===== config.mk =====
export PLATFORM = sky130hd
export DESIGN_NAME = score_keeper
export DESIGN_NICKNAME = d
export VERILOG_FILES = /design/src/rtl/score_keeper.sv
export SDC_FILE = /design/constraint.sdc
export NUM_CORES = 1
export LEC_CHECK = 0
export CORE_ASPECT_RATIO = 1.1
export CORE_UTILIZATION = 25
export CTS_CLUSTER_SIZE = 10
export DETAILED_ROUTE_END_ITERATION = 10
export GPL_ROUTABILITY_DRIVEN = 0
export HOLD_SLACK_MARGIN = 0.08
export PLACE_DENSITY = 0.46
export SYNTH_ARGS = -nofsm -noshare
export SYNTH_HDL_FRONTEND = slang
export SYNTH_SLANG_ARGS = --single-unit

===== constraint.sdc =====
create_clock -name clk -period 3.7 [get_ports clk]
set_clock_uncertainty 0.05 [all_clocks]
set_input_delay 0.74 -clock clk [delete_from_list [all_inputs] [get_ports clk]]
set_output_delay 0.74 -clock clk [all_outputs]
set_load 0.01 [all_outputs]

===== src/rtl/score_keeper.sv =====
// Multi-team scoreboard: applies one +1/+2/+3/clear/undo command per key_score
// rising edge, keeps a bounded LIFO undo history and live leader/tie flags.
module score_keeper #(
  parameter int TEAMS      = 2,
  parameter int SCORE_W    = 8,
  parameter int UNDO_DEPTH = 4,
  parameter int SAT        = 1,
  parameter int TSEL_W     = $clog2(TEAMS),
  localparam int HCNT_W    = $clog2(UNDO_DEPTH + 1)
) (
  input  logic                     clk,
  input  logic                     Reset,
  input  logic                     key_score,
  input  logic [TSEL_W-1:0]        team,
  input  logic                     three_point,
  input  logic                     two_point,
  input  logic                     one_point,
  input  logic                     Reset_Score,
  input  logic                     undo,
  output logic [TEAMS*SCORE_W-1:0] score_bus,
  output logic [TSEL_W-1:0]        leader,
  output logic                     tie,
  output logic [HCNT_W-1:0]        hist_cnt,
  output logic                     ack,
  output logic                     err
);

  localparam int PTR_W = (UNDO_DEPTH > 1) ? $clog2(UNDO_DEPTH) : 1;

  logic               key_q, key_d;
  logic               ack_q, ack_d;
  logic               err_q, err_d;
  logic [SCORE_W-1:0] score_q      [TEAMS];
  logic [SCORE_W-1:0] score_d      [TEAMS];
  logic [TSEL_W-1:0]  hist_team_q  [UNDO_DEPTH];
  logic [TSEL_W-1:0]  hist_team_d  [UNDO_DEPTH];
  logic [SCORE_W-1:0] hist_score_q [UNDO_DEPTH];
  logic [SCORE_W-1:0] hist_score_d [UNDO_DEPTH];
  logic [PTR_W-1:0]   wr_ptr_q, wr_ptr_d;
  logic [HCNT_W-1:0]  cnt_q, cnt_d;

  logic               strobe;
  logic               team_ok;
  logic               any_add;
  logic [1:0]         add_n;
  logic [SCORE_W-1:0] old_score;
  logic [SCORE_W:0]   sum;
  logic [SCORE_W-1:0] new_score;
  logic [PTR_W-1:0]   pop_idx;
  logic [PTR_W-1:0]   push_nxt;
  logic [SCORE_W-1:0] max_score;

  always_comb begin
    strobe       = key_score & ~key_q;
    key_d        = key_score;
    ack_d        = 1'b0;
    err_d        = 1'b0;
    score_d      = score_q;
    hist_team_d  = hist_team_q;
    hist_score_d = hist_score_q;
    wr_ptr_d     = wr_ptr_q;
    cnt_d        = cnt_q;

    team_ok = (int'(team) < TEAMS);
    any_add = Reset_Score | three_point | two_point | one_point;

    old_score = '0;
    for (int k = 0; k < TEAMS; k++) begin
      if (TSEL_W'(k) == team) old_score = score_q[k];
    end

    add_n = three_point ? 2'd3 : (two_point ? 2'd2 : 2'd1);
    sum   = {1'b0, old_score} + (SCORE_W + 1)'(add_n);
    if (Reset_Score)
      new_score = '0;
    else if ((SAT != 0) && sum[SCORE_W])
      new_score = '1;
    else
      new_score = sum[SCORE_W-1:0];

    // History is a ring: wr_ptr points at the next free slot, the newest entry sits just behind it.
    pop_idx  = (wr_ptr_q == '0) ? PTR_W'(UNDO_DEPTH - 1) : wr_ptr_q - PTR_W'(1);
    push_nxt = (wr_ptr_q == PTR_W'(UNDO_DEPTH - 1)) ? '0 : wr_ptr_q + PTR_W'(1);

    if (strobe) begin
      if (undo) begin
        if (cnt_q == '0) begin
          err_d = 1'b1;
        end else begin
          for (int k = 0; k < TEAMS; k++) begin
            if (TSEL_W'(k) == hist_team_q[pop_idx]) score_d[k] = hist_score_q[pop_idx];
          end
          wr_ptr_d = pop_idx;
          cnt_d    = cnt_q - HCNT_W'(1);
          ack_d    = 1'b1;
        end
      end else if (any_add) begin
        if (!team_ok) begin
          err_d = 1'b1;
        end else begin
          for (int k = 0; k < TEAMS; k++) begin
            if (TSEL_W'(k) == team) score_d[k] = new_score;
          end
          hist_team_d[wr_ptr_q]  = team;
          hist_score_d[wr_ptr_q] = old_score;
          wr_ptr_d = push_nxt;
          if (cnt_q != HCNT_W'(UNDO_DEPTH)) cnt_d = cnt_q + HCNT_W'(1);
          ack_d = 1'b1;
        end
      end
    end
  end

  always_ff @(posedge clk) begin
    if (Reset) begin
      key_q    <= 1'b1;
      ack_q    <= 1'b0;
      err_q    <= 1'b0;
      wr_ptr_q <= '0;
      cnt_q    <= '0;
      for (int k = 0; k < TEAMS; k++) score_q[k] <= '0;
      for (int i = 0; i < UNDO_DEPTH; i++) begin
        hist_team_q[i]  <= '0;
        hist_score_q[i] <= '0;
      end
    end else begin
      key_q        <= key_d;
      ack_q        <= ack_d;
      err_q        <= err_d;
      wr_ptr_q     <= wr_ptr_d;
      cnt_q        <= cnt_d;
      score_q      <= score_d;
      hist_team_q  <= hist_team_d;
      hist_score_q <= hist_score_d;
    end
  end

  // Lowest index wins on equal maxima; tie is any other team matching that maximum.
  always_comb begin
    max_score = score_q[0];
    leader    = '0;
    for (int k = 1; k < TEAMS; k++) begin
      if (score_q[k] > max_score) begin
        max_score = score_q[k];
        leader    = TSEL_W'(k);
      end
    end
    tie = 1'b0;
    for (int k = 0; k < TEAMS; k++) begin
      if ((score_q[k] == max_score) && (TSEL_W'(k) != leader)) tie = 1'b1;
    end
  end

  for (genvar g = 0; g < TEAMS; g++) begin : g_bus
    assign score_bus[g*SCORE_W +: SCORE_W] = score_q[g];
  end

  assign hist_cnt = cnt_q;
  assign ack      = ack_q;
  assign err      = err_q;

endmodule


Word-level counts from Yosys, hierarchy flattened --
Index checks and enable logic that the tools add are counted.
Cells by class: divide/modulo/power cells 0, shift-type cells 0, eq/ne operators 8, muxes and demuxes 41, add/sub/neg operators 5, multipliers 0, magnitude comparators 4, reduce and logical (&&, ||, !) cells 15, bitwise logic cells 10
Operators by type and width (count):
- two-way mux 8 bit | 11
- two-way mux 16 bit | 3
- bitwise mux 32 bit | 1
- binary-select mux 8 bit (select 2 bit) | 1
- demux 8 bit (select 2 bit) | 1
- equality test 8 bit | 2
- two-way mux 2 bit | 7
- two-way mux 3 bit | 4
- two-way mux 1 bit | 10
- AND reduction 5 bit | 2
- adder 8 x 2 -> 9 bit | 1
- > comparator 8 bit | 1
- >= comparator 3 bit (second input constant) | 2
- NOT 2 -> 3 bit | 2
- AND reduction 3 bit | 2
- nonzero test 2 bit | 3
- bitwise mux 4 bit | 1
- inequality test 2 x 1 -> 1 bit (second input constant) | 2
- inequality test 2 bit (second input constant) | 2
- NOT 1 bit | 4
- AND reduction 4 bit | 1
- adder 3 x 1 -> 3 bit (second input constant) | 1
- logical AND 1 bit | 3
- zero test 3 bit | 1
- other kinds (13) | 15
Storage, ports and cells: memories kept 0, ROM bits 0, latch bits 0, RAM bits 0, flip-flop bits (word level) 60, word-level logic and storage cells 98, input port bits 9

Longest topological paths before layout --
depth in word-level cells 9, mapped depth 11

Worst setup path before layout --
OpenSTA, ideal clock, no wires.
path type input -> register, from in team, to reg score_q (netlist bit score_bus[7]), buffers on the path 3, setup time 0.088 ns, arrival time 3.120 ns, stages 11, slack 0.442 ns, data required time 3.562 ns, cell sequence buf_4 > buf_2 > clkbuf_1 > nand2_1 > o21ai_1 > fa_1 > nand2_1 > o31ai_1 > nand2_1 > a311o_1 > a311oi_2
On the way: cells in the longest elaborated chain, start to end 7, elaborated cells between the ends (all ways) 9
RTL lines:
- start, declared | line 14 | input logic [TSEL_W-1:0] team,
- two-way mux 8 bit | line 69 | if (TSEL_W'(k) == team) old_score = score_q[k];
- net old_score[1] | line 46 | logic [SCORE_W-1:0] old_score;
- adder 8 x 2 -> 9 bit | line 73 | sum = {1'b0, old_score} + (SCORE_W + 1)'(add_n);
- two-way mux 8 bit | line 76 | else if ((SAT != 0) && sum[SCORE_W])
- two-way mux 8 bit | line 74 | if (Reset_Score)
- two-way mux 8 bit | line 102 | if (TSEL_W'(k) == team) score_d[k] = new_score;
- two-way mux 16 bit | line 97 | end else if (any_add) begin
- two-way mux 16 bit | line 86 | if (undo) begin
- end signal, assigned | line 132 | score_q <= score_d;
- end, declared | line 33 | logic [SCORE_W-1:0] score_q [TEAMS];
The timed path passes the listed nets, and every way through them passes these cells. The select of a mux whose other input is x is not followed. A chain may end at the register's enable or synchronous reset.

Worst setup path in the final report --
from in team, to reg score_q (netlist bit score_bus[11])
The elaborated chain is that of the path after synthesis.

==> results.sh <==
export IMPL_status="finished with violations"
export IMPL_violations="design-rule violations"
export IMPL_cts_htree_levels=3
export IMPL_dp_hpwl_um=6400
export IMPL_finalCritPeriodShare_pct=87.29
export IMPL_rows=43
export IMPL_p_leak_nw=1.416
export IMPL_combPwrFrac_pct=10.4
export IMPL_nets=444
export IMPL_drt_iter0_markers=241
export IMPL_viasPerCell=4.964
export IMPL_clk_path_buf_depth=2
export IMPL_clk_pin_slew_ns=0.05
export IMPL_synth_top_area_share_pct=36.25
export IMPL_power_density_mw_per_mm2=392.0
export IMPL_p_sw_w=0.0003886
export IMPL_syn_inst=390
export IMPL_numCtsBuffers=9
export IMPL_relSlewSlack_pct=43.36
export IMPL_drc=3
export IMPL_maxCapViolCount=0
export IMPL_worst_slew_pin_slew_ns=0.8495
export IMPL_grt_antenna_before_repair=0
export IMPL_ios=32
export IMPL_grt_usage_pct=13.61
export IMPL_initial_utilization_pct=25.98
export IMPL_mostFrequentLayoutCells="dfxtp_1 (60), nor2_1 (56), a21oi_1 (40)"
export IMPL_p_sw_share_pct=24.49
export IMPL_die_h_um=122.7
export IMPL_hold_class="reg -> reg"
export IMPL_setup_tns_ns=0
export IMPL_syn_cell_area_mm2=0.003313
export IMPL_fmax_mhz=309.6
export IMPL_yosysSeqAreaShare_pct=36.25
export IMPL_grt_pass1_wl_um=14500
export IMPL_critPathKind="in -> reg"
export IMPL_finalHoldViolations=0
export IMPL_synth_top_cell_by_area="dfxtp_1"
export IMPL_layout_commonest_cell="dfxtp_1"
export IMPL_sequentialPowerShare_pct=42.1
export IMPL_ys_types=52
export IMPL_routedWlPerCell_um=15.30
export IMPL_coreArea_mm2=0.01275
export IMPL_wirelength_um=8888
export IMPL_dp_cells=565
export IMPL_grt_pass1_vias=2779
export IMPL_grt_ovfl_total=0
export IMPL_cp_arrival_ns=3.42
export IMPL_startpoint_type="primary input"
export IMPL_endpoint_kind="register"
export IMPL_final_cells=581
export IMPL_yosys_warnings=0
export IMPL_clk_latency_ns=0.33
export IMPL_clock_sinks=60
export IMPL_die_area_mm2=0.01372
export IMPL_ir_worst_vdd_mv=0.2142
export IMPL_fin_util_pct=31.74
export IMPL_cts_resized=0
export IMPL_layout_drive_gt1_share_pct=11.08
export IMPL_cts_setup_buffers=0
export IMPL_postRouteAntennaNets=0
export IMPL_setup_viol=0
export IMPL_die_x_um=111.8
export IMPL_ys_ff_latch=60
export IMPL_intPower_w=0.001198
export IMPL_cp_required_ns=3.89
export IMPL_num_vias=2884
export IMPL_holdWs_ns=0.4030
export IMPL_grt_max_degree=42
export IMPL_critPathMaxFanout=6
export IMPL_num_antenna_cells=0
export IMPL_period_needed_ns=3.230
export IMPL_syn_nets=415
export IMPL_n_fill_cell=1318
export IMPL_fin_ws_ns=0.4703
export IMPL_synthTopCellsByArea="dfxtp_1 (36%), nor2_1 (6.3%), a21oi_1 (6.0%)"
export IMPL_portBuffers=31
export IMPL_synth_avg_cell_area_um2=8.495
export IMPL_drt_pass1_iter_count=7
export IMPL_ctsHoldBuffers=0
export IMPL_p_clk_share_pct=47.5
export IMPL_drv_slew=0
export IMPL_cts_tree="yes"
export IMPL_cts_root_buf="clkbuf_16"
export IMPL_post_place_ws_ns=0.1349
export IMPL_grt_setup_unrepaired="false"
export IMPL_syn2layout_area_growth_pct=22.17
layout make-up:
cell class | count | area [µm²] | share of cell area [%]
tap | 157 | 196.4 | 4.853
multi-input combinational | 291 | 1942 | 47.98
clock inverter | 2 | 10.01 | 0.2473
timing repair buffer | 42 | 387.9 | 9.583
sequential | 60 | 1201 | 29.68
inverter | 15 | 56.30 | 1.391
clock buffer | 14 | 254.0 | 6.275
logic make-up after synthesis:
| family | Yosys count | synth area share [%] |
|---|---|---|
| AOI/OAI and AO/OA | 89 | 18.13 |
| buffers and inverters | 39 | 5.136 |
| xor gates and xnor gates | 12 | 3.172 |
| DFF | 60 | 36.25 |
| adders and majority gates | 16 | 6.496 |
| muxes | 23 | 9.290 |
| and+or+nand+nor | 151 | 21.53 |
cells in the mapped netlist (all sizes together):
cell type	n
o22ai	2
a21o	1
a221oi	1
and4b	1
a31oi	2
a311o	1
o211ai	2
nand4	7
inv	15
mux2i	15
or4	1
o31ai	2
nor2	56
nor2b	4
o211a	1
clkbuf	13
o21a	2
a311oi	2
nor4b	1
or4b	1
buf	11
a211oi	17
dfxtp	60
nand2b	5
a21oi	40
nand4b	1
mux4	6
nand3b	2
and3	5
mux2	2
or2	2
o21ai	14
and2	1
o2111ai	1
nand3	7
xnor2	11
ha	14
fa	2
xor2	1
nand2	30
o22a	1
nor3	26
or3	1
power by group through the flow:
stage	Combinational (W)	Clock, W	Sequential [W]
finish	0.000165	0.000754	0.000668
CTS	0.000167	0.000772	0.000667
global route	0.000182	0.000793	0.000669
global placement	0.000165	0	0.000681
detailed placement	0.000166	0	0.000681
floorplan	0.000102	0	0.000680
metrics by stage:
step | area, µm² | total power [W]
2_1_floorplan | 3313 | 0.0007828
3_3_place_gp | 3784 | 0.0008455
3_5_place_dp | 3784 | 0.0008472
4_1_cts | 4048 | 0.001607
5_1_grt | 4048 | 0.001643
6_report | 4048 | 0.001587
worst max-delay path, stage by stage:
cell             delay, ns
clkdlybuf4s50_1       0.48
mux2_2                0.28
ha_1                  0.19
fa_1                  0.24
nand2_1               0.07
o31ai_1               0.62
nand3_1               0.32
and3_1                0.30
a211oi_1              0.18
flip-flops by register name, summed over array words and instances (netlist names):
register,count
hist_score_q,32
score_bus,16
hist_team_q,4
hist_cnt,3
wr_ptr_q,2
ack,1
err,1
key_q,1
final timing paths:
| kind | start | end | slack [ns] | depth (start not counted) |
|---|---|---|---|---|
| min | hist_team_q[0] | hist_team_q[0] | 0.40 | 2 |
| max reg2reg | wr_ptr_q[0] | score_bus[7] | 0.93 | 7 |
| max | team | score_bus[11] | 0.47 | 9 |
| min reg2reg | hist_team_q[0] | hist_team_q[0] | 0.40 | 2 |
metal layers:
metal | share of wire (%) | routed length [µm] | global-route usage, %
met4 | 1.8 | 162 | 5.912
met3 | 2.5 | 226 | 1.926
met2 | 48 | 4252 | 22.71
met5 | 0 | 0 | 0
met1 | 48 | 4247 | 17.55
Power figures use the tool's default switching activity.
